<file path="config.mk">
export PLATFORM = sky130hd
export DESIGN_NAME = wg_resource_allocator_flat
export DESIGN_NICKNAME = d
export VERILOG_FILES = /design/src/rtl/wg_resource_allocator_pkg.sv /design/src/rtl/wg_resource_allocator_if.sv /design/src/rtl/wg_resource_allocator_cu_resource_table.sv /design/src/rtl/wg_resource_allocator.sv /design/src/flat_wrapper.sv
export SDC_FILE = /design/constraint.sdc
export NUM_CORES = 1
export LEC_CHECK = 0
export ABC_AREA = 0
export BUFFER_PORTS_ARGS = -buffer_cell sky130_fd_sc_hd__buf_4
export CORE_AREA = 2 2 218 220
export CTS_BUF_LIST = sky130_fd_sc_hd__clkbuf_16
export DETAILED_ROUTE_END_ITERATION = 8
export DIE_AREA = 0 0 220 222
export GPL_TIMING_DRIVEN = 0
export SLEW_MARGIN = 0
export SYNTH_ARGS = -nofsm -noshare
export SYNTH_HDL_FRONTEND = slang
export SYNTH_HIERARCHICAL = 1
export SYNTH_SLANG_ARGS = --single-unit
</file>
<file path="constraint.sdc">
create_clock -name clk -period 4.04 [get_ports clk]
set_input_delay 0.404 -clock clk [delete_from_list [all_inputs] [get_ports clk]]
set_output_delay 0.404 -clock clk [all_outputs]
set_load 0.01 [all_outputs]
</file>
<file path="src/rtl/wg_resource_allocator_pkg.sv">
// wg_resource_allocator_pkg
// Shared widths, reset defaults, FSM state encoding and the per-CU resource
// entry type for the workgroup resource allocator.
package wg_resource_allocator_pkg;

    localparam int WG_ID_WIDTH       = 8;
    localparam int CU_ID_WIDTH       = 2;
    localparam int NUMBER_CU         = 4;
    localparam int VGPR_ID_WIDTH     = 8;
    localparam int NUMBER_VGPR_SLOTS = 256;
    localparam int SGPR_ID_WIDTH     = 8;
    localparam int NUMBER_SGPR_SLOTS = 256;
    localparam int LDS_ID_WIDTH      = 7;
    localparam int NUMBER_LDS_SLOTS  = 128;
    localparam int GDS_ID_WIDTH      = 7;
    localparam int GDS_SIZE          = 128;
    localparam int WG_SLOT_ID_WIDTH  = 6;
    localparam int NUMBER_WF_SLOTS   = 40;

    // state     | meaning
    // ST_IDLE   | waiting for start_alloc, request latch open
    // ST_SEARCH | parallel fit compare, winner registered at end of cycle
    // ST_RESULT | valid or rejected held until alloc_ack
    typedef enum logic [1:0] {
        ST_IDLE   = 2'd0,
        ST_SEARCH = 2'd1,
        ST_RESULT = 2'd2
    } alloc_state_t;

    // Largest free block per resource plus free wavefront slots for one CU.
    typedef struct packed {
        logic [WG_SLOT_ID_WIDTH-1:0] wf_free;
        logic [VGPR_ID_WIDTH-1:0]    vgpr_strt;
        logic [VGPR_ID_WIDTH:0]      vgpr_size;
        logic [SGPR_ID_WIDTH-1:0]    sgpr_strt;
        logic [SGPR_ID_WIDTH:0]      sgpr_size;
        logic [LDS_ID_WIDTH-1:0]     lds_strt;
        logic [LDS_ID_WIDTH:0]       lds_size;
        logic [GDS_ID_WIDTH-1:0]     gds_strt;
        logic [GDS_ID_WIDTH:0]       gds_size;
    } cu_entry_t;

    // What a workgroup needs; this is what gets matched against each entry.
    typedef struct packed {
        logic [WG_SLOT_ID_WIDTH:0] num_wf;
        logic [VGPR_ID_WIDTH:0]    vgpr_size;
        logic [SGPR_ID_WIDTH:0]    sgpr_size;
        logic [LDS_ID_WIDTH:0]     lds_size;
        logic [GDS_ID_WIDTH:0]     gds_size;
    } fit_req_t;

    // Entry of an idle CU: every slot free, every block spans the whole pool.
    function automatic cu_entry_t empty_cu_entry();
        cu_entry_t e;
        e.wf_free   = WG_SLOT_ID_WIDTH'(NUMBER_WF_SLOTS);
        e.vgpr_strt = '0;
        e.vgpr_size = (VGPR_ID_WIDTH+1)'(NUMBER_VGPR_SLOTS);
        e.sgpr_strt = '0;
        e.sgpr_size = (SGPR_ID_WIDTH+1)'(NUMBER_SGPR_SLOTS);
        e.lds_strt  = '0;
        e.lds_size  = (LDS_ID_WIDTH+1)'(NUMBER_LDS_SLOTS);
        e.gds_strt  = '0;
        e.gds_size  = (GDS_ID_WIDTH+1)'(GDS_SIZE);
        return e;
    endfunction

endpackage

</file>
<file path="src/rtl/wg_resource_allocator_if.sv">
// wg_resource_allocator_if
// Request, result and cam-update signals between the dispatcher side
// (master) and the allocator (slave).
interface wg_resource_allocator_if;
    import wg_resource_allocator_pkg::*;

    logic [WG_ID_WIDTH-1:0]      inflight_wg_buffer_alloc_wg_id;
    logic [WG_SLOT_ID_WIDTH:0]   inflight_wg_buffer_alloc_num_wf;
    logic [VGPR_ID_WIDTH:0]      inflight_wg_buffer_alloc_vgpr_size;
    logic [SGPR_ID_WIDTH:0]      inflight_wg_buffer_alloc_sgpr_size;
    logic [LDS_ID_WIDTH:0]       inflight_wg_buffer_alloc_lds_size;
    logic [GDS_ID_WIDTH:0]       inflight_wg_buffer_alloc_gds_size;

    logic                        dis_controller_start_alloc;
    logic                        dis_controller_alloc_ack;
    logic [NUMBER_CU-1:0]        dis_controller_cu_busy;

    logic                        grt_cam_up_valid;
    logic [CU_ID_WIDTH-1:0]      grt_cam_up_cu_id;
    logic [WG_SLOT_ID_WIDTH-1:0] grt_cam_up_wg_count;
    logic [VGPR_ID_WIDTH-1:0]    grt_cam_up_vgpr_strt;
    logic [VGPR_ID_WIDTH:0]      grt_cam_up_vgpr_size;
    logic [SGPR_ID_WIDTH-1:0]    grt_cam_up_sgpr_strt;
    logic [SGPR_ID_WIDTH:0]      grt_cam_up_sgpr_size;
    logic [LDS_ID_WIDTH-1:0]     grt_cam_up_lds_strt;
    logic [LDS_ID_WIDTH:0]       grt_cam_up_lds_size;
    logic [GDS_ID_WIDTH-1:0]     grt_cam_up_gds_strt;
    logic [GDS_ID_WIDTH:0]       grt_cam_up_gds_size;

    logic                        allocator_cu_valid;
    logic                        allocator_cu_rejected;
    logic [WG_ID_WIDTH-1:0]      allocator_wg_id_out;
    logic [CU_ID_WIDTH-1:0]      allocator_cu_id_out;
    logic [VGPR_ID_WIDTH-1:0]    allocator_vgpr_start_out;
    logic [SGPR_ID_WIDTH-1:0]    allocator_sgpr_start_out;
    logic [LDS_ID_WIDTH-1:0]     allocator_lds_start_out;
    logic [GDS_ID_WIDTH-1:0]     allocator_gds_start_out;
    logic [VGPR_ID_WIDTH:0]      allocator_vgpr_size_out;
    logic [SGPR_ID_WIDTH:0]      allocator_sgpr_size_out;
    logic [LDS_ID_WIDTH:0]       allocator_lds_size_out;
    logic [GDS_ID_WIDTH:0]       allocator_gds_size_out;

    modport master (
        output inflight_wg_buffer_alloc_wg_id, inflight_wg_buffer_alloc_num_wf,
               inflight_wg_buffer_alloc_vgpr_size, inflight_wg_buffer_alloc_sgpr_size,
               inflight_wg_buffer_alloc_lds_size, inflight_wg_buffer_alloc_gds_size,
               dis_controller_start_alloc, dis_controller_alloc_ack, dis_controller_cu_busy,
               grt_cam_up_valid, grt_cam_up_cu_id, grt_cam_up_wg_count,
               grt_cam_up_vgpr_strt, grt_cam_up_vgpr_size, grt_cam_up_sgpr_strt,
               grt_cam_up_sgpr_size, grt_cam_up_lds_strt, grt_cam_up_lds_size,
               grt_cam_up_gds_strt, grt_cam_up_gds_size,
        input  allocator_cu_valid, allocator_cu_rejected, allocator_wg_id_out,
               allocator_cu_id_out, allocator_vgpr_start_out, allocator_sgpr_start_out,
               allocator_lds_start_out, allocator_gds_start_out, allocator_vgpr_size_out,
               allocator_sgpr_size_out, allocator_lds_size_out, allocator_gds_size_out
    );

    modport slave (
        input  inflight_wg_buffer_alloc_wg_id, inflight_wg_buffer_alloc_num_wf,
               inflight_wg_buffer_alloc_vgpr_size, inflight_wg_buffer_alloc_sgpr_size,
               inflight_wg_buffer_alloc_lds_size, inflight_wg_buffer_alloc_gds_size,
               dis_controller_start_alloc, dis_controller_alloc_ack, dis_controller_cu_busy,
               grt_cam_up_valid, grt_cam_up_cu_id, grt_cam_up_wg_count,
               grt_cam_up_vgpr_strt, grt_cam_up_vgpr_size, grt_cam_up_sgpr_strt,
               grt_cam_up_sgpr_size, grt_cam_up_lds_strt, grt_cam_up_lds_size,
               grt_cam_up_gds_strt, grt_cam_up_gds_size,
        output allocator_cu_valid, allocator_cu_rejected, allocator_wg_id_out,
               allocator_cu_id_out, allocator_vgpr_start_out, allocator_sgpr_start_out,
               allocator_lds_start_out, allocator_gds_start_out, allocator_vgpr_size_out,
               allocator_sgpr_size_out, allocator_lds_size_out, allocator_gds_size_out
    );

endinterface

</file>
<file path="src/rtl/wg_resource_allocator_cu_resource_table.sv">
// wg_resource_allocator_cu_resource_table
// One resource entry per CU, written only by the cam-update port, and a
// parallel fit compare of the latched request against every entry.
module wg_resource_allocator_cu_resource_table
    import wg_resource_allocator_pkg::*;
(
    input  logic                      clk,
    input  logic                      rst,
    input  logic                      i_up_valid,
    input  logic [CU_ID_WIDTH-1:0]    i_up_cu_id,
    input  cu_entry_t                 i_up_entry,
    input  fit_req_t                  i_req,
    input  logic [NUMBER_CU-1:0]      i_cu_busy,
    output logic [NUMBER_CU-1:0]      o_eligible,
    output logic [VGPR_ID_WIDTH-1:0]  o_vgpr_strt [NUMBER_CU],
    output logic [SGPR_ID_WIDTH-1:0]  o_sgpr_strt [NUMBER_CU],
    output logic [LDS_ID_WIDTH-1:0]   o_lds_strt  [NUMBER_CU],
    output logic [GDS_ID_WIDTH-1:0]   o_gds_strt  [NUMBER_CU]
);

    cu_entry_t r_entries [NUMBER_CU];

    // Entry storage: empty machine on reset, whole-entry overwrite on update.
    always_ff @(posedge clk or negedge rst) begin
        if (!rst) begin
            for (int i = 0; i < NUMBER_CU; i++) begin
                r_entries[i] <= empty_cu_entry();
            end
        end else if (i_up_valid) begin
            r_entries[i_up_cu_id] <= i_up_entry;
        end
    end

    // Fit compare reads the registered entries, so an update landing on the
    // same edge as the search is not seen until the next search.
    always_comb begin
        o_eligible = '0;
        for (int i = 0; i < NUMBER_CU; i++) begin
            o_eligible[i] = !i_cu_busy[i]
                          && ({1'b0, r_entries[i].wf_free} >= i_req.num_wf)
                          && (r_entries[i].vgpr_size >= i_req.vgpr_size)
                          && (r_entries[i].sgpr_size >= i_req.sgpr_size)
                          && (r_entries[i].lds_size  >= i_req.lds_size)
                          && (r_entries[i].gds_size  >= i_req.gds_size);
        end
    end

    // Start fields exported so the top can forward the winner's blocks.
    always_comb begin
        for (int i = 0; i < NUMBER_CU; i++) begin
            o_vgpr_strt[i] = r_entries[i].vgpr_strt;
            o_sgpr_strt[i] = r_entries[i].sgpr_strt;
            o_lds_strt[i]  = r_entries[i].lds_strt;
            o_gds_strt[i]  = r_entries[i].gds_strt;
        end
    end

endmodule

</file>
<file path="src/rtl/wg_resource_allocator.sv">
// wg_resource_allocator
// Picks a CU for the workgroup at the head of the inflight buffer and reports
// accept/reject to the dispatcher controller.
// Optional macro ALLOCATOR_ROUND_ROBIN_EN: search begins one past the last
// granted CU instead of always at CU0.
module wg_resource_allocator
    import wg_resource_allocator_pkg::*;
(
    input  logic                     clk,
    input  logic                     rst,
    wg_resource_allocator_if.slave   bus
);

    alloc_state_t             r_state;
    alloc_state_t             w_next_state;
    logic [WG_ID_WIDTH-1:0]   r_wg_id;
    fit_req_t                 r_req;
    cu_entry_t                w_up_entry;
    logic [NUMBER_CU-1:0]     w_eligible;
    logic                     w_found;
    logic [CU_ID_WIDTH-1:0]   w_winner;
    logic [VGPR_ID_WIDTH-1:0] w_vgpr_strt [NUMBER_CU];
    logic [SGPR_ID_WIDTH-1:0] w_sgpr_strt [NUMBER_CU];
    logic [LDS_ID_WIDTH-1:0]  w_lds_strt  [NUMBER_CU];
    logic [GDS_ID_WIDTH-1:0]  w_gds_strt  [NUMBER_CU];
`ifdef ALLOCATOR_ROUND_ROBIN_EN
    logic [CU_ID_WIDTH-1:0]   r_rr_ptr;
`endif

    assign w_up_entry.wf_free   = bus.grt_cam_up_wg_count;
    assign w_up_entry.vgpr_strt = bus.grt_cam_up_vgpr_strt;
    assign w_up_entry.vgpr_size = bus.grt_cam_up_vgpr_size;
    assign w_up_entry.sgpr_strt = bus.grt_cam_up_sgpr_strt;
    assign w_up_entry.sgpr_size = bus.grt_cam_up_sgpr_size;
    assign w_up_entry.lds_strt  = bus.grt_cam_up_lds_strt;
    assign w_up_entry.lds_size  = bus.grt_cam_up_lds_size;
    assign w_up_entry.gds_strt  = bus.grt_cam_up_gds_strt;
    assign w_up_entry.gds_size  = bus.grt_cam_up_gds_size;

    wg_resource_allocator_cu_resource_table u_table (
        .clk         (clk),
        .rst         (rst),
        .i_up_valid  (bus.grt_cam_up_valid),
        .i_up_cu_id  (bus.grt_cam_up_cu_id),
        .i_up_entry  (w_up_entry),
        .i_req       (r_req),
        .i_cu_busy   (bus.dis_controller_cu_busy),
        .o_eligible  (w_eligible),
        .o_vgpr_strt (w_vgpr_strt),
        .o_sgpr_strt (w_sgpr_strt),
        .o_lds_strt  (w_lds_strt),
        .o_gds_strt  (w_gds_strt)
    );

    // State register.
    always_ff @(posedge clk or negedge rst) begin
        if (!rst) r_state <= ST_IDLE;
        else      r_state <= w_next_state;
    end

    // Next-state: start only honoured in IDLE, result held until ack.
    always_comb begin
        w_next_state = r_state;
        case (r_state)
            ST_IDLE:   if (bus.dis_controller_start_alloc) w_next_state = ST_SEARCH;
            ST_SEARCH: w_next_state = ST_RESULT;
            ST_RESULT: if (bus.dis_controller_alloc_ack) w_next_state = ST_IDLE;
            default:   w_next_state = ST_IDLE;
        endcase
    end

    // Request latch, open only while idle.
    always_ff @(posedge clk or negedge rst) begin
        if (!rst) begin
            r_wg_id <= '0;
            r_req   <= '0;
        end else if (r_state == ST_IDLE && bus.dis_controller_start_alloc) begin
            r_wg_id         <= bus.inflight_wg_buffer_alloc_wg_id;
            r_req.num_wf    <= bus.inflight_wg_buffer_alloc_num_wf;
            r_req.vgpr_size <= bus.inflight_wg_buffer_alloc_vgpr_size;
            r_req.sgpr_size <= bus.inflight_wg_buffer_alloc_sgpr_size;
            r_req.lds_size  <= bus.inflight_wg_buffer_alloc_lds_size;
            r_req.gds_size  <= bus.inflight_wg_buffer_alloc_gds_size;
        end
    end

`ifdef ALLOCATOR_ROUND_ROBIN_EN
    // Rotating priority; offsets scanned high to low so the smallest offset
    // from the pointer wins. Index wraps naturally since NUMBER_CU is 2**CU_ID_WIDTH.
    always_comb begin
        logic [CU_ID_WIDTH-1:0] v_idx;
        w_found  = 1'b0;
        w_winner = '0;
        for (int k = NUMBER_CU - 1; k >= 0; k--) begin
            v_idx = r_rr_ptr + CU_ID_WIDTH'(k);
            if (w_eligible[v_idx]) begin
                w_found  = 1'b1;
                w_winner = v_idx;
            end
        end
    end

    // Pointer moves past the winner only on a successful grant.
    always_ff @(posedge clk or negedge rst) begin
        if (!rst)                              r_rr_ptr <= '0;
        else if (r_state == ST_SEARCH && w_found) r_rr_ptr <= w_winner + 1'b1;
    end
`else
    // Fixed priority: scan high to low so the lowest eligible index wins.
    always_comb begin
        w_found  = 1'b0;
        w_winner = '0;
        for (int i = NUMBER_CU - 1; i >= 0; i--) begin
            if (w_eligible[i]) begin
                w_found  = 1'b1;
                w_winner = CU_ID_WIDTH'(i);
            end
        end
    end
`endif

    // Result registers: loaded at the end of SEARCH, cleared on ack.
    always_ff @(posedge clk or negedge rst) begin
        if (!rst) begin
            bus.allocator_cu_valid       <= 1'b0;
            bus.allocator_cu_rejected    <= 1'b0;
            bus.allocator_wg_id_out      <= '0;
            bus.allocator_cu_id_out      <= '0;
            bus.allocator_vgpr_start_out <= '0;
            bus.allocator_sgpr_start_out <= '0;
            bus.allocator_lds_start_out  <= '0;
            bus.allocator_gds_start_out  <= '0;
            bus.allocator_vgpr_size_out  <= '0;
            bus.allocator_sgpr_size_out  <= '0;
            bus.allocator_lds_size_out   <= '0;
            bus.allocator_gds_size_out   <= '0;
        end else if (r_state == ST_SEARCH) begin
            bus.allocator_wg_id_out <= r_wg_id;
            if (w_found) begin
                bus.allocator_cu_valid       <= 1'b1;
                bus.allocator_cu_rejected    <= 1'b0;
                bus.allocator_cu_id_out      <= w_winner;
                bus.allocator_vgpr_start_out <= w_vgpr_strt[w_winner];
                bus.allocator_sgpr_start_out <= w_sgpr_strt[w_winner];
                bus.allocator_lds_start_out  <= w_lds_strt[w_winner];
                bus.allocator_gds_start_out  <= w_gds_strt[w_winner];
                bus.allocator_vgpr_size_out  <= r_req.vgpr_size;
                bus.allocator_sgpr_size_out  <= r_req.sgpr_size;
                bus.allocator_lds_size_out   <= r_req.lds_size;
                bus.allocator_gds_size_out   <= r_req.gds_size;
            end else begin
                bus.allocator_cu_valid       <= 1'b0;
                bus.allocator_cu_rejected    <= 1'b1;
                bus.allocator_cu_id_out      <= '0;
                bus.allocator_vgpr_start_out <= '0;
                bus.allocator_sgpr_start_out <= '0;
                bus.allocator_lds_start_out  <= '0;
                bus.allocator_gds_start_out  <= '0;
                bus.allocator_vgpr_size_out  <= '0;
                bus.allocator_sgpr_size_out  <= '0;
                bus.allocator_lds_size_out   <= '0;
                bus.allocator_gds_size_out   <= '0;
            end
        end else if (r_state == ST_RESULT && bus.dis_controller_alloc_ack) begin
            bus.allocator_cu_valid       <= 1'b0;
            bus.allocator_cu_rejected    <= 1'b0;
            bus.allocator_wg_id_out      <= '0;
            bus.allocator_cu_id_out      <= '0;
            bus.allocator_vgpr_start_out <= '0;
            bus.allocator_sgpr_start_out <= '0;
            bus.allocator_lds_start_out  <= '0;
            bus.allocator_gds_start_out  <= '0;
            bus.allocator_vgpr_size_out  <= '0;
            bus.allocator_sgpr_size_out  <= '0;
            bus.allocator_lds_size_out   <= '0;
            bus.allocator_gds_size_out   <= '0;
        end
    end

endmodule

</file>
<file path="src/flat_wrapper.sv">
// flat-port wrapper written by rule: the top's interface ports become plain ports
module wg_resource_allocator_flat import wg_resource_allocator_pkg::*;
  (clk, rst, bus_inflight_wg_buffer_alloc_wg_id, bus_inflight_wg_buffer_alloc_num_wf, bus_inflight_wg_buffer_alloc_vgpr_size, bus_inflight_wg_buffer_alloc_sgpr_size, bus_inflight_wg_buffer_alloc_lds_size, bus_inflight_wg_buffer_alloc_gds_size, bus_dis_controller_start_alloc, bus_dis_controller_alloc_ack, bus_dis_controller_cu_busy, bus_grt_cam_up_valid, bus_grt_cam_up_cu_id, bus_grt_cam_up_wg_count, bus_grt_cam_up_vgpr_strt, bus_grt_cam_up_vgpr_size, bus_grt_cam_up_sgpr_strt, bus_grt_cam_up_sgpr_size, bus_grt_cam_up_lds_strt, bus_grt_cam_up_lds_size, bus_grt_cam_up_gds_strt, bus_grt_cam_up_gds_size, bus_allocator_cu_valid, bus_allocator_cu_rejected, bus_allocator_wg_id_out, bus_allocator_cu_id_out, bus_allocator_vgpr_start_out, bus_allocator_sgpr_start_out, bus_allocator_lds_start_out, bus_allocator_gds_start_out, bus_allocator_vgpr_size_out, bus_allocator_sgpr_size_out, bus_allocator_lds_size_out, bus_allocator_gds_size_out);
  wg_resource_allocator_if bus_i ();
  input  logic clk;
  input  logic rst;
  input wire logic [$bits(bus_i.inflight_wg_buffer_alloc_wg_id)-1:0] bus_inflight_wg_buffer_alloc_wg_id;
  input wire logic [$bits(bus_i.inflight_wg_buffer_alloc_num_wf)-1:0] bus_inflight_wg_buffer_alloc_num_wf;
  input wire logic [$bits(bus_i.inflight_wg_buffer_alloc_vgpr_size)-1:0] bus_inflight_wg_buffer_alloc_vgpr_size;
  input wire logic [$bits(bus_i.inflight_wg_buffer_alloc_sgpr_size)-1:0] bus_inflight_wg_buffer_alloc_sgpr_size;
  input wire logic [$bits(bus_i.inflight_wg_buffer_alloc_lds_size)-1:0] bus_inflight_wg_buffer_alloc_lds_size;
  input wire logic [$bits(bus_i.inflight_wg_buffer_alloc_gds_size)-1:0] bus_inflight_wg_buffer_alloc_gds_size;
  input wire logic [$bits(bus_i.dis_controller_start_alloc)-1:0] bus_dis_controller_start_alloc;
  input wire logic [$bits(bus_i.dis_controller_alloc_ack)-1:0] bus_dis_controller_alloc_ack;
  input wire logic [$bits(bus_i.dis_controller_cu_busy)-1:0] bus_dis_controller_cu_busy;
  input wire logic [$bits(bus_i.grt_cam_up_valid)-1:0] bus_grt_cam_up_valid;
  input wire logic [$bits(bus_i.grt_cam_up_cu_id)-1:0] bus_grt_cam_up_cu_id;
  input wire logic [$bits(bus_i.grt_cam_up_wg_count)-1:0] bus_grt_cam_up_wg_count;
  input wire logic [$bits(bus_i.grt_cam_up_vgpr_strt)-1:0] bus_grt_cam_up_vgpr_strt;
  input wire logic [$bits(bus_i.grt_cam_up_vgpr_size)-1:0] bus_grt_cam_up_vgpr_size;
  input wire logic [$bits(bus_i.grt_cam_up_sgpr_strt)-1:0] bus_grt_cam_up_sgpr_strt;
  input wire logic [$bits(bus_i.grt_cam_up_sgpr_size)-1:0] bus_grt_cam_up_sgpr_size;
  input wire logic [$bits(bus_i.grt_cam_up_lds_strt)-1:0] bus_grt_cam_up_lds_strt;
  input wire logic [$bits(bus_i.grt_cam_up_lds_size)-1:0] bus_grt_cam_up_lds_size;
  input wire logic [$bits(bus_i.grt_cam_up_gds_strt)-1:0] bus_grt_cam_up_gds_strt;
  input wire logic [$bits(bus_i.grt_cam_up_gds_size)-1:0] bus_grt_cam_up_gds_size;
  output wire logic [$bits(bus_i.allocator_cu_valid)-1:0] bus_allocator_cu_valid;
  output wire logic [$bits(bus_i.allocator_cu_rejected)-1:0] bus_allocator_cu_rejected;
  output wire logic [$bits(bus_i.allocator_wg_id_out)-1:0] bus_allocator_wg_id_out;
  output wire logic [$bits(bus_i.allocator_cu_id_out)-1:0] bus_allocator_cu_id_out;
  output wire logic [$bits(bus_i.allocator_vgpr_start_out)-1:0] bus_allocator_vgpr_start_out;
  output wire logic [$bits(bus_i.allocator_sgpr_start_out)-1:0] bus_allocator_sgpr_start_out;
  output wire logic [$bits(bus_i.allocator_lds_start_out)-1:0] bus_allocator_lds_start_out;
  output wire logic [$bits(bus_i.allocator_gds_start_out)-1:0] bus_allocator_gds_start_out;
  output wire logic [$bits(bus_i.allocator_vgpr_size_out)-1:0] bus_allocator_vgpr_size_out;
  output wire logic [$bits(bus_i.allocator_sgpr_size_out)-1:0] bus_allocator_sgpr_size_out;
  output wire logic [$bits(bus_i.allocator_lds_size_out)-1:0] bus_allocator_lds_size_out;
  output wire logic [$bits(bus_i.allocator_gds_size_out)-1:0] bus_allocator_gds_size_out;
  assign bus_i.inflight_wg_buffer_alloc_wg_id = bus_inflight_wg_buffer_alloc_wg_id;
  assign bus_i.inflight_wg_buffer_alloc_num_wf = bus_inflight_wg_buffer_alloc_num_wf;
  assign bus_i.inflight_wg_buffer_alloc_vgpr_size = bus_inflight_wg_buffer_alloc_vgpr_size;
  assign bus_i.inflight_wg_buffer_alloc_sgpr_size = bus_inflight_wg_buffer_alloc_sgpr_size;
  assign bus_i.inflight_wg_buffer_alloc_lds_size = bus_inflight_wg_buffer_alloc_lds_size;
  assign bus_i.inflight_wg_buffer_alloc_gds_size = bus_inflight_wg_buffer_alloc_gds_size;
  assign bus_i.dis_controller_start_alloc = bus_dis_controller_start_alloc;
  assign bus_i.dis_controller_alloc_ack = bus_dis_controller_alloc_ack;
  assign bus_i.dis_controller_cu_busy = bus_dis_controller_cu_busy;
  assign bus_i.grt_cam_up_valid = bus_grt_cam_up_valid;
  assign bus_i.grt_cam_up_cu_id = bus_grt_cam_up_cu_id;
  assign bus_i.grt_cam_up_wg_count = bus_grt_cam_up_wg_count;
  assign bus_i.grt_cam_up_vgpr_strt = bus_grt_cam_up_vgpr_strt;
  assign bus_i.grt_cam_up_vgpr_size = bus_grt_cam_up_vgpr_size;
  assign bus_i.grt_cam_up_sgpr_strt = bus_grt_cam_up_sgpr_strt;
  assign bus_i.grt_cam_up_sgpr_size = bus_grt_cam_up_sgpr_size;
  assign bus_i.grt_cam_up_lds_strt = bus_grt_cam_up_lds_strt;
  assign bus_i.grt_cam_up_lds_size = bus_grt_cam_up_lds_size;
  assign bus_i.grt_cam_up_gds_strt = bus_grt_cam_up_gds_strt;
  assign bus_i.grt_cam_up_gds_size = bus_grt_cam_up_gds_size;
  assign bus_allocator_cu_valid = bus_i.allocator_cu_valid;
  assign bus_allocator_cu_rejected = bus_i.allocator_cu_rejected;
  assign bus_allocator_wg_id_out = bus_i.allocator_wg_id_out;
  assign bus_allocator_cu_id_out = bus_i.allocator_cu_id_out;
  assign bus_allocator_vgpr_start_out = bus_i.allocator_vgpr_start_out;
  assign bus_allocator_sgpr_start_out = bus_i.allocator_sgpr_start_out;
  assign bus_allocator_lds_start_out = bus_i.allocator_lds_start_out;
  assign bus_allocator_gds_start_out = bus_i.allocator_gds_start_out;
  assign bus_allocator_vgpr_size_out = bus_i.allocator_vgpr_size_out;
  assign bus_allocator_sgpr_size_out = bus_i.allocator_sgpr_size_out;
  assign bus_allocator_lds_size_out = bus_i.allocator_lds_size_out;
  assign bus_allocator_gds_size_out = bus_i.allocator_gds_size_out;
  wg_resource_allocator u_core (.clk(clk), .rst(rst), .bus(bus_i));
endmodule
</file>
Word-level counts from Yosys, hierarchy flattened
Cells that the tools add are included.

Register bits: 407. Input bits: 130. Output and inout bits: 76.

$lt $le $gt $ge: 23. Equality and inequality tests: 4. Multiplexer cells: 54. Bitwise gates (word level): 2. Reductions and logical operators: 30.

Operator list (count): 280-bit bitwise mux (1); 70-bit demux with 2-bit select (1); 8-bit 2-to-1 mux (14); 9-bit greater-or-equal comparator (8); 70-bit 2-to-1 mux (1); 8-bit greater-or-equal comparator (8); 7-bit 2-to-1 mux (9); 9-bit 2-to-1 mux (5); 8-bit binary-select mux with 2-bit select (2); 7-bit binary-select mux with 2-bit select (2); 6-bit by 7-bit greater-or-equal comparator with 1-bit output (4); 1-bit logical AND (23); 2-bit 2-to-1 mux (9); 1-bit 2-to-1 mux (9); 3-bit greater-or-equal comparator, second input constant (2); 2-bit NOT with 3-bit output (2); 2-bit case mux with 3 select lines (1); 1-bit logical NOT (4); 2-bit != test, second input constant (2); 3-bit by 1-bit less-than comparator with 1-bit output, second input constant (1); 2-bit by 1-bit equality test with 1-bit output, second input constant (1); 2-bit equality test, second input constant (1); 2-bit logical NOT (1); 2-bit AND reduction (1); 2-bit nonzero test (1).

Depth between registers and ports, before layout
Gate-level depths: netlist (run 1).

Depth after elaboration: 16. Depth in mapped cells: 13.

Modules after synthesis
Netlist (run 1), hierarchy kept.

By module, submodules not included: wg_resource_allocator_cu_resource_table (instances 1, cells each 1138, area an instance 14684.1 µm², sequential area each 7036.7 µm²); wg_resource_allocator (instances 1, cells each 499, area an instance 5990.7 µm², sequential area each 3178.0 µm²).

Worst setup path after synthesis (run 1)
Ideal clock, no wire load.

Kind: reg-to-reg. Start: reg u_core/r_req[33] (netlist name). End: reg u_core/bus.allocator_sgpr_start_out[5] (netlist name). Setup time: 122 ps. Data arrival time: 2929 ps. Required time: 3918 ps. Setup slack: 989 ps. Stages on the path, launching flop included: 13. Cell sequence: dfrtp_1 > inv_1 > ha_1 > and4_1 > o211ai_1 > a21oi_1 > a211oi_1 > a211o_1 > nor4_1 > clkbuf_1 > nor3b_1 > o21ai_0 > a32o_1.

Word-level cells in the longest chain between the ends: 15. Elaborated cells between the ends (all ways): 34. Classes of those cells: order compare (4); mux (13); bitwise (1); reduce/logical (16).

RTL lines: start, declared (RTL line wg_resource_allocator.sv:17) `fit_req_t r_req;`; 9-bit greater-or-equal comparator (*) (RTL line wg_resource_allocator_cu_resource_table.sv:41) `&& (r_entries[i].vgpr_size >= i_req.vgpr_size)`; 1-bit logical AND (*) (RTL line wg_resource_allocator_cu_resource_table.sv:41); 1-bit logical AND (*) (RTL line wg_resource_allocator_cu_resource_table.sv:42) `&& (r_entries[i].sgpr_size >= i_req.sgpr_size)`; 1-bit logical AND (*) (RTL line wg_resource_allocator_cu_resource_table.sv:43) `&& (r_entries[i].lds_size >= i_req.lds_size)`; 1-bit logical AND (*) (RTL line wg_resource_allocator_cu_resource_table.sv:44) `&& (r_entries[i].gds_size >= i_req.gds_size);`; net u_core.w_eligible[3] (RTL line wg_resource_allocator.sv:19) `logic [NUMBER_CU-1:0] w_eligible;`; 2-bit 2-to-1 mux (4 in series) (RTL line wg_resource_allocator.sv:114) `if (w_eligible[i]) begin`; 2-bit NOT with 3-bit output (implied by the code) (RTL line wg_resource_allocator.sv:144) `bus.allocator_sgpr_start_out <= w_sgpr_strt[w_winner];`; 8-bit binary-select mux with 2-bit select (RTL line wg_resource_allocator.sv:144); 8-bit 2-to-1 mux (implied by the code) (2 in series) (RTL line wg_resource_allocator.sv:144); 8-bit 2-to-1 mux (*) (RTL line wg_resource_allocator.sv:139) `if (w_found) begin`; 8-bit 2-to-1 mux (*) (RTL line wg_resource_allocator.sv:137) `end else if (r_state == ST_SEARCH) begin`; end signal, assigned (RTL line wg_resource_allocator.sv:144); end, declared (RTL line wg_resource_allocator_if.sv:68) `allocator_cu_id_out, allocator_vgpr_start_out, allocator_sgpr_start_out,`.

Mark *: on every way through the listed nets, which the timed path passes. The rest lies on a longest branch. The select of a mux whose other input is x is not followed. A chain may end at the register's enable or synchronous reset.

Worst setup path in the final report (run 1)
Start: reg u_core/r_req[34] (netlist name). End: reg u_core/bus.allocator_vgpr_start_out[5] (netlist name).

Elaborated cells between the ends (all ways): 38. Classes of those cells: order compare (4); mux (13); bitwise (1); reduce/logical (20).

RTL lines: 6-bit by 7-bit greater-or-equal comparator with 1-bit output (*) (RTL line wg_resource_allocator_cu_resource_table.sv:40) `&& ({1'b0, r_entries[i].wf_free} >= i_req.num_wf)`; 1-bit logical AND (*) (RTL line wg_resource_allocator_cu_resource_table.sv:40); 1-bit logical AND (*) (RTL line wg_resource_allocator_cu_resource_table.sv:41); 1-bit logical AND (*) (RTL line wg_resource_allocator_cu_resource_table.sv:42); 1-bit logical AND (*) (RTL line wg_resource_allocator_cu_resource_table.sv:43); 1-bit logical AND (*) (RTL line wg_resource_allocator_cu_resource_table.sv:44); net u_core.w_eligible[1] (RTL line wg_resource_allocator.sv:19); 2-bit 2-to-1 mux (2 in series) (RTL line wg_resource_allocator.sv:114); 2-bit NOT with 3-bit output (implied by the code) (RTL line wg_resource_allocator.sv:143) `bus.allocator_vgpr_start_out <= w_vgpr_strt[w_winner];`; 8-bit binary-select mux with 2-bit select (RTL line wg_resource_allocator.sv:143); 8-bit 2-to-1 mux (implied by the code) (2 in series) (RTL line wg_resource_allocator.sv:143); 8-bit 2-to-1 mux (*) (RTL line wg_resource_allocator.sv:139); 8-bit 2-to-1 mux (*) (RTL line wg_resource_allocator.sv:137); end signal, assigned (RTL line wg_resource_allocator.sv:143); end, declared (RTL line wg_resource_allocator_if.sv:68).

Marked as above.

==> results of run 1 <==
==> cell type report <==
type	count	area, um2
Fill cell	4085	21720
Sequential cell	407	10210
Multi-Input combinational cell	970	8934
Timing Repair Buffer	211	1674
Buffer	199	1315
Clock buffer	49	1226
Tap cell	607	759.5
Inverter	61	229.0
Clock inverter	36	173.9
Antenna cell	4	10.01
==> state kept, by name, indices dropped and copies added (netlist names), 9 cells and up <==
register,cells
u_core/bus.allocator_sgpr_size_out,9
u_core/bus.allocator_vgpr_size_out,9
u_core/r_req,41
u_core/u_table/o_gds_strt,28
u_core/u_table/o_lds_strt,28
u_core/u_table/o_sgpr_strt,32
u_core/u_table/o_vgpr_strt,32
u_core/u_table/r_entries,160
==> cell families after synthesis <==
logic type,share of synthesized area
and+or+nand+nor,0.06270
buffers and inverters,0.07462
adders and majority gates,0.09683
muxes,0.1765
DFF,0.4941
AOI/OAI and AO/OA,0.09532
==> worst max-delay path, delay by kind of cell (launching register included) <==
family	cells	cell delay [ns]
AOI/OAI and AO/OA	5	1.54
adders and majority gates	1	0.31
buffers and inverters	1	0.45
DFF	1	0.44
and+or+nand+nor	4	1.04
==> routing by layer <==
metal / GRT usage / up-vias
li1: - / 6367
met4: 0.06495 / 12
met1: 0.3025 / 6829
met5: 0 / -
met3: 0.04499 / 88
met2: 0.3652 / 233
==> power by group through the flow <==
stage,clock network [mW],registers [mW],logic (mW)
final,3.88,5.50,4.53
after global routing,4.17,5.61,5.13
after CTS,3.99,5.49,4.57
after detailed placement,0,5.56,4.53
after global placement,0,5.52,4.40
after floorplan,0,5.42,3.10
==> how the worst max path moves through the flow <==
stage,from,to,slack [ns],cells after the start
2_1_floorplan,u_core/r_req[33],u_core/bus.allocator_sgpr_start_out[5],0.99,12
3_3_place_gp,rst,u_core/u_table/o_lds_strt[23],-1.67,1
3_5_place_dp,u_core/r_req[34],u_core/bus.allocator_gds_start_out[3],-0.07,11
4_1_cts,u_core/r_req[34],u_core/bus.allocator_gds_start_out[3],0.1,11
5_1_grt,u_core/r_req[34],u_core/bus.allocator_sgpr_start_out[2],0.04,11
6_report,u_core/r_req[34],u_core/bus.allocator_vgpr_start_out[5],0.14,11
==> what timing repair did <==
item / CTS / global route
hold buffers: 1 / 0
pin swaps: 0 / 0
setup endpoints to repair: 5 / 9
endpoints found under the hold margin: 51 / 0
resized for setup: 1 / 3
==> synthesized netlist by cell type (5+ instances only) <==
master    number
nor2_1        20
nand4_1        5
buf_4        122
a22o_1        42
a21oi_1       36
a32o_1        30
o21ai_0       67
o21bai_1      32
inv_1         61
ha_1         160
nand2_1       17
nand2b_1      14
nor3b_1       60
dfstp_2       24
dfrtp_1      383
nor2b_1       35
nor4_1         5
mux2_1        49
nand3_1        7
mux2_2       275
buf_6          7
nor3_1        35
buf_2         45
a21o_1        18
o21a_1         9
clkbuf_1      25
a211oi_1      13
==> run summary, run 1 <==
Syn avg cell area - 12.63 um2
DRC violations left - 0
Root Buffer Master - clkbuf_16
Pin count of the biggest net entering global routing - 118
Endpoints failing hold - 0
Fin nets - 2,186
Gpl congestion - 0.8163
Total number of vias - 13,529
CP arrival - 4.36 ns
Crit start category - flip-flop
Syn Nets - 1,927
Leak Pwr - 11.46 nW
DP HPWL - 38,460 um
Placed cells - 2,454
Place WS - -0.07010 ns
Number of synthesized flops with an enable pin - 0
Worst reg2reg path depth - 11
Final ANT Viol Nets - 0
Highest clock rate - 256.1 MHz
Number of global-route vias before repair - 14,139
Initial DRT Pass Iterations - 5
P_sw - 4.540 mW
Cell-by-cell trace of the critical path - ha_1 -> nand2b_1 -> nand3_1 -> a21oi_1 -> a2111oi_1 -> a21oi_1 -> and4_1 -> nor2_1 -> clkbuf_1 -> o21ai_0 -> a32o_1
Layout cells sized above 1 - 0.3901
Port Buf Inserts - 205
Core area - 46,260 um2
Worst Hold Launch - bus_inflight_wg_buffer_alloc_vgpr_size[3]
Area Overhead vs Synth - 18.68%
Die area - 48,840 um2
Top cell type's share of synthesized area - 0.4636
TNS Setup - 0 ns
Die Span Y - 222 um
Reg power frac - 0.395
R2r endpoint - u_core/bus.allocator_vgpr_start_out[5]
Setup crit end kind - flip-flop
Area leader, netlist - dfrtp_1
WL/cell - 21.08 um
Htree depth - 2
Final Routed Wirelength - 53,620 um
Commonest non-fill, non-tap cell in the layout - dfrtp_1
R2r setup slk - 0.14 ns
Initial antenna violation count - 10
Hold WS - 0.04941 ns
Max stage delay on crit path - 0.73 ns
Max-slew headroom - 0.4721
Gate Count Post-Synth - 1,637
Utilization after layout - 0.5304
Post-placement cell area - 23,100 um2
Asr flop ratio synth - 1.000
Hold crit path type - in2reg
DR iter-0 viols - 681
Main synth FF type - dfrtp_1
Synth Cell Area - 20,670 um2
Met1 WL - 24,120 um
Maximum VDD drop - 0.3014 mV
Tcrit/Tclk final - 0.9664
Metal2 WL - 25,710 um
Warnings from Yosys - 6
Slowest cell on crit path - a2111oi_1
Vias per cell - 5.318
Max cap viols - 0
Int Pwr - 9.365 mW
Finished Layout Cells - 2,544
Synth area leaders - dfrtp_1 46%, mux2_2 15%, ha_1 9.7%, buf_4 4.4%, dfstp_2 3.1%
Final Max Slew Viols - 0
Clk_skew - 0.01200 ns
Gr usage total - 0.2243
Clock Path Buffers - 3
Setup repair after global routing missed its margin - no
Uppermost layer routed - met5
CTS clock-pin slew for the worst setup and hold paths - 0.06 ns
Reg2Reg Launch Point - u_core/r_req[34]
DR WL met3 - 2489 um
#FFs+latches synth - 407
Horiz. Die Dim - 220 um
Yosys cell types - 50
Power share of the combinational group - 0.326
Total Power - 13.90 mW
CTS buffer count - 46
Final instance area - 24,540 um2
Clock network power share - 0.279
Status - completed
I/O pin cnt - 206
Worst setup path category - reg2reg
Critical Path RT - 4.49 ns
Initial Utilization - 0.4469
Hold path endpoint - u_core/r_req[28]
Final setup fails - 0
Worst hold stages - 2
Postcts setup bufs - 0
Switching share of power - 0.3265
Final WS setup - 0.1356 ns
Num Clock Sinks - 407
Commonest non-fill, non-tap cells in the layout - 383 x dfrtp_1, 327 x buf_4, 275 x mux2_2
First-pass GRT wire length - 83,430 um
Worst skew pair latency - 0.57 ns
Rows - 79
Total global routing overflow - 0
TritonCTS clock tree - done
Critical path fanouts, max - 10
P per Cell Area - 566.7 nW/um2
Tmin final - 3.904 ns
Most used cell, CP - a21oi_1
Sequential area share after synthesis - 0.4941
Worst-Margin Slew - 0.7918 ns
Note: power is estimated with default switching activity, not from simulation.
==> run 2: changes to the inputs <==
MAX_ROUTING_LAYER = met4   (was not set)
SLEW_MARGIN = not set   (was 0)
==> run 2 against run 1 <==
Combinational power hardly changed. Highest routed layer is now met4. Die area stayed put. Via count increased by 0.29%. Critical endpoint unchanged. Cell area is essentially flat. Largest power group unchanged.
==> run summary, run 2 (synthesis gave the netlist of run 1 again) <==
Reg2Reg Launch Point - u_core/r_req[34] (unchanged)
Clock Path Buffers - 3 (unchanged)
Reg with most FFs - u_core/u_table/r_entries (unchanged)
Total global routing overflow - 0 (unchanged)
Setup repair after global routing missed its margin - no (unchanged)
FF/Latch Area - 10,210 um2 (unchanged)
Final Max Slew Viols - 0 (unchanged)
Critical Path RT - 4.49 ns (about the same)
Tcrit/Tclk final - 0.9756 (was 0.9664)
Worst-Margin Slew - 0.8223 ns (was 0.7918 ns)
Fill cell total of the finished layout - 4,085 (unchanged)
Pin count of the biggest net entering global routing - 118 (unchanged)
Rows - 79 (unchanged)
Total number of vias - 13,568 (was 13,529)
Worst setup path category - reg2reg (unchanged)
Maximum VDD drop - 0.3017 mV (was 0.3014 mV)
Root Buffer Master - clkbuf_16 (unchanged)
Worst skew pair latency - 0.57 ns (about the same)
Htree depth - 2 (unchanged)
Initial antenna violation count - 10 (unchanged)
Commonest non-fill, non-tap cell in the layout - dfrtp_1 (unchanged)
First-pass GRT wire length - 83,450 um (was 83,430 um)
TritonCTS clock tree - done (unchanged)
Num Clock Sinks - 407 (unchanged)
Port Buf Inserts - 205 (unchanged)
Final setup fails - 0 (unchanged)
Max reg flops - 160 (unchanged)
Leak Pwr - 11.46 nW (about the same)
Gr usage total - 0.2312 (was 0.2243)
Postcts setup bufs - 0 (unchanged)
Final ANT Viol Nets - 0 (unchanged)
Critical path fanouts, max - 10 (unchanged)
Area of the multi-input gates - 8934 um2 (unchanged)
Hold WS - 0.04788 ns (was 0.04941 ns)
Crit path from - u_core/r_req[34] (unchanged)
DP HPWL - 38,460 um (unchanged)
Vias per cell - 5.319 (was 5.318)
Core area - 46,260 um2 (unchanged)
Clk_skew - 0.01283 ns (was 0.01200 ns)
P per Cell Area - 567.0 nW/um2 (was 566.7 nW/um2)
DR iter-0 viols - 675 (was 681)
Total Power - 13.92 mW (was 13.90 mW)
Initial Utilization - 0.4469 (unchanged)
Layout cells sized above 1 - 0.3901 (unchanged)
Fin nets - 2,186 (unchanged)
Die area - 48,840 um2 (unchanged)
CP arrival - 4.39 ns (was 4.36 ns)
Tmin final - 3.942 ns (was 3.904 ns)
CTS buffer count - 46 (unchanged)
Setup crit end kind - flip-flop (unchanged)
Status - completed (unchanged)
Initial DRT Pass Iterations - 5 (unchanged)
CTS clock-pin slew for the worst setup and hold paths - 0.06 ns (about the same)
WL/cell - 21.08 um (about the same)
Endpoints failing hold - 0 (unchanged)
Number of global-route vias before repair - 14,130 (was 14,139)
Final Routed Wirelength - 53,790 um (was 53,620 um)
Highest clock rate - 253.7 MHz (was 256.1 MHz)
Crit start category - flip-flop (unchanged)
Top flop regs - u_core/u_table/r_entries: 160 flops, u_core/r_req: 41 flops (unchanged)
Max-slew headroom - 0.4518 (was 0.4721)
Max cap viols - 0 (unchanged)
Gpl congestion - 0.8300 (was 0.8163)
Area Overhead vs Synth - 18.76% (was 18.68%)
I/O pin cnt - 206 (unchanged)
Die Span Y - 222 um (unchanged)
DRC violations left - 0 (unchanged)
Worst Hold Launch - bus_inflight_wg_buffer_alloc_vgpr_size[3] (unchanged)
Commonest non-fill, non-tap cells in the layout - 383 x dfrtp_1, 327 x buf_4, 275 x mux2_2 (unchanged)
Horiz. Die Dim - 220 um (unchanged)
Hold crit path type - in2reg (unchanged)
run 2: routing by layer:
metal	share of wire	global-route usage	vias up
met5	0	-	-
met4	0.021	0.06495	0
met3	0.049	0.04252	76
met2	0.48	0.3650	244
met1	0.45	0.3047	6860
li1	-	-	6388
run 2: area by class of cell:
| class | instances | share of cell area |
|---|---|---|
| Clock buffer | 49 | 0.04994 |
| Buffer | 199 | 0.05356 |
| Timing Repair Buffer | 211 | 0.06818 |
| Sequential cell | 407 | 0.4160 |
| Tap cell | 607 | 0.03093 |
| Antenna cell | 11 | 0.001121 |
| Multi-Input combinational cell | 970 | 0.3638 |
| Inverter | 61 | 0.009325 |
| Clock inverter | 36 | 0.007083 |
run 2: path summary, 6_finish.rpt:
kind                                                     endpoint  slack, ns  depth (start not counted)
max                        u_core/bus.allocator_vgpr_start_out[5]        0.1                         11
min                                              u_core/r_req[28]       0.05                          2
max reg2reg                u_core/bus.allocator_vgpr_start_out[5]        0.1                         11
min reg2reg                                     u_core/r_wg_id[6]       0.49                          1
max in group asynchronous          u_core/u_table/o_sgpr_strt[11]       2.50                          4
min in group asynchronous       u_core/bus.allocator_wg_id_out[2]       0.35                          2
run 2: where the power goes:
group | switching (mW) | internal [mW] | leakage, nW | total (mW)
registers | 0.532 | 4.96 | 4.93 | 5.50
logic | 2.37 | 2.17 | 5.77 | 4.54
clock network | 1.65 | 2.23 | 0.756 | 3.88
run 2: per-stage QoR:
stage	instance area, um2	setup slack [ns]	utilization	std cells	TNS [ns]
after global routing	24550	0.04368	0.5307	2550	0
after detailed placement	23100	-0.07010	0.4995	2454	-0.1175
after floorplan	20670	0.9890	-	1637	0
after global placement	22970	-1.671	0.4966	2449	-667.19
after CTS	24520	0.09866	0.5300	2540	0
final	24550	0.09841	0.5308	2551	0
run 2: worst max-delay path, stage by stage (launching register included):
cell and delay [ns]:
dfrtp_1 0.44, ha_1 0.30, nand2b_1 0.14, nand3_1 0.09, a21oi_1 0.07, a2111oi_1 0.73, a21oi_1 0.18, and4_1 0.39
nor2_1 0.44, clkbuf_1 0.46, o21ai_0 0.26, a32o_1 0.32
run 2: timing repair:
action | 4_1_cts | 5_1_grt
setup endpoints to repair | 5 | 9
hold buffers | 1 | 0
hold endpoints to repair | 51 | 0
resized for setup | 1 | 3
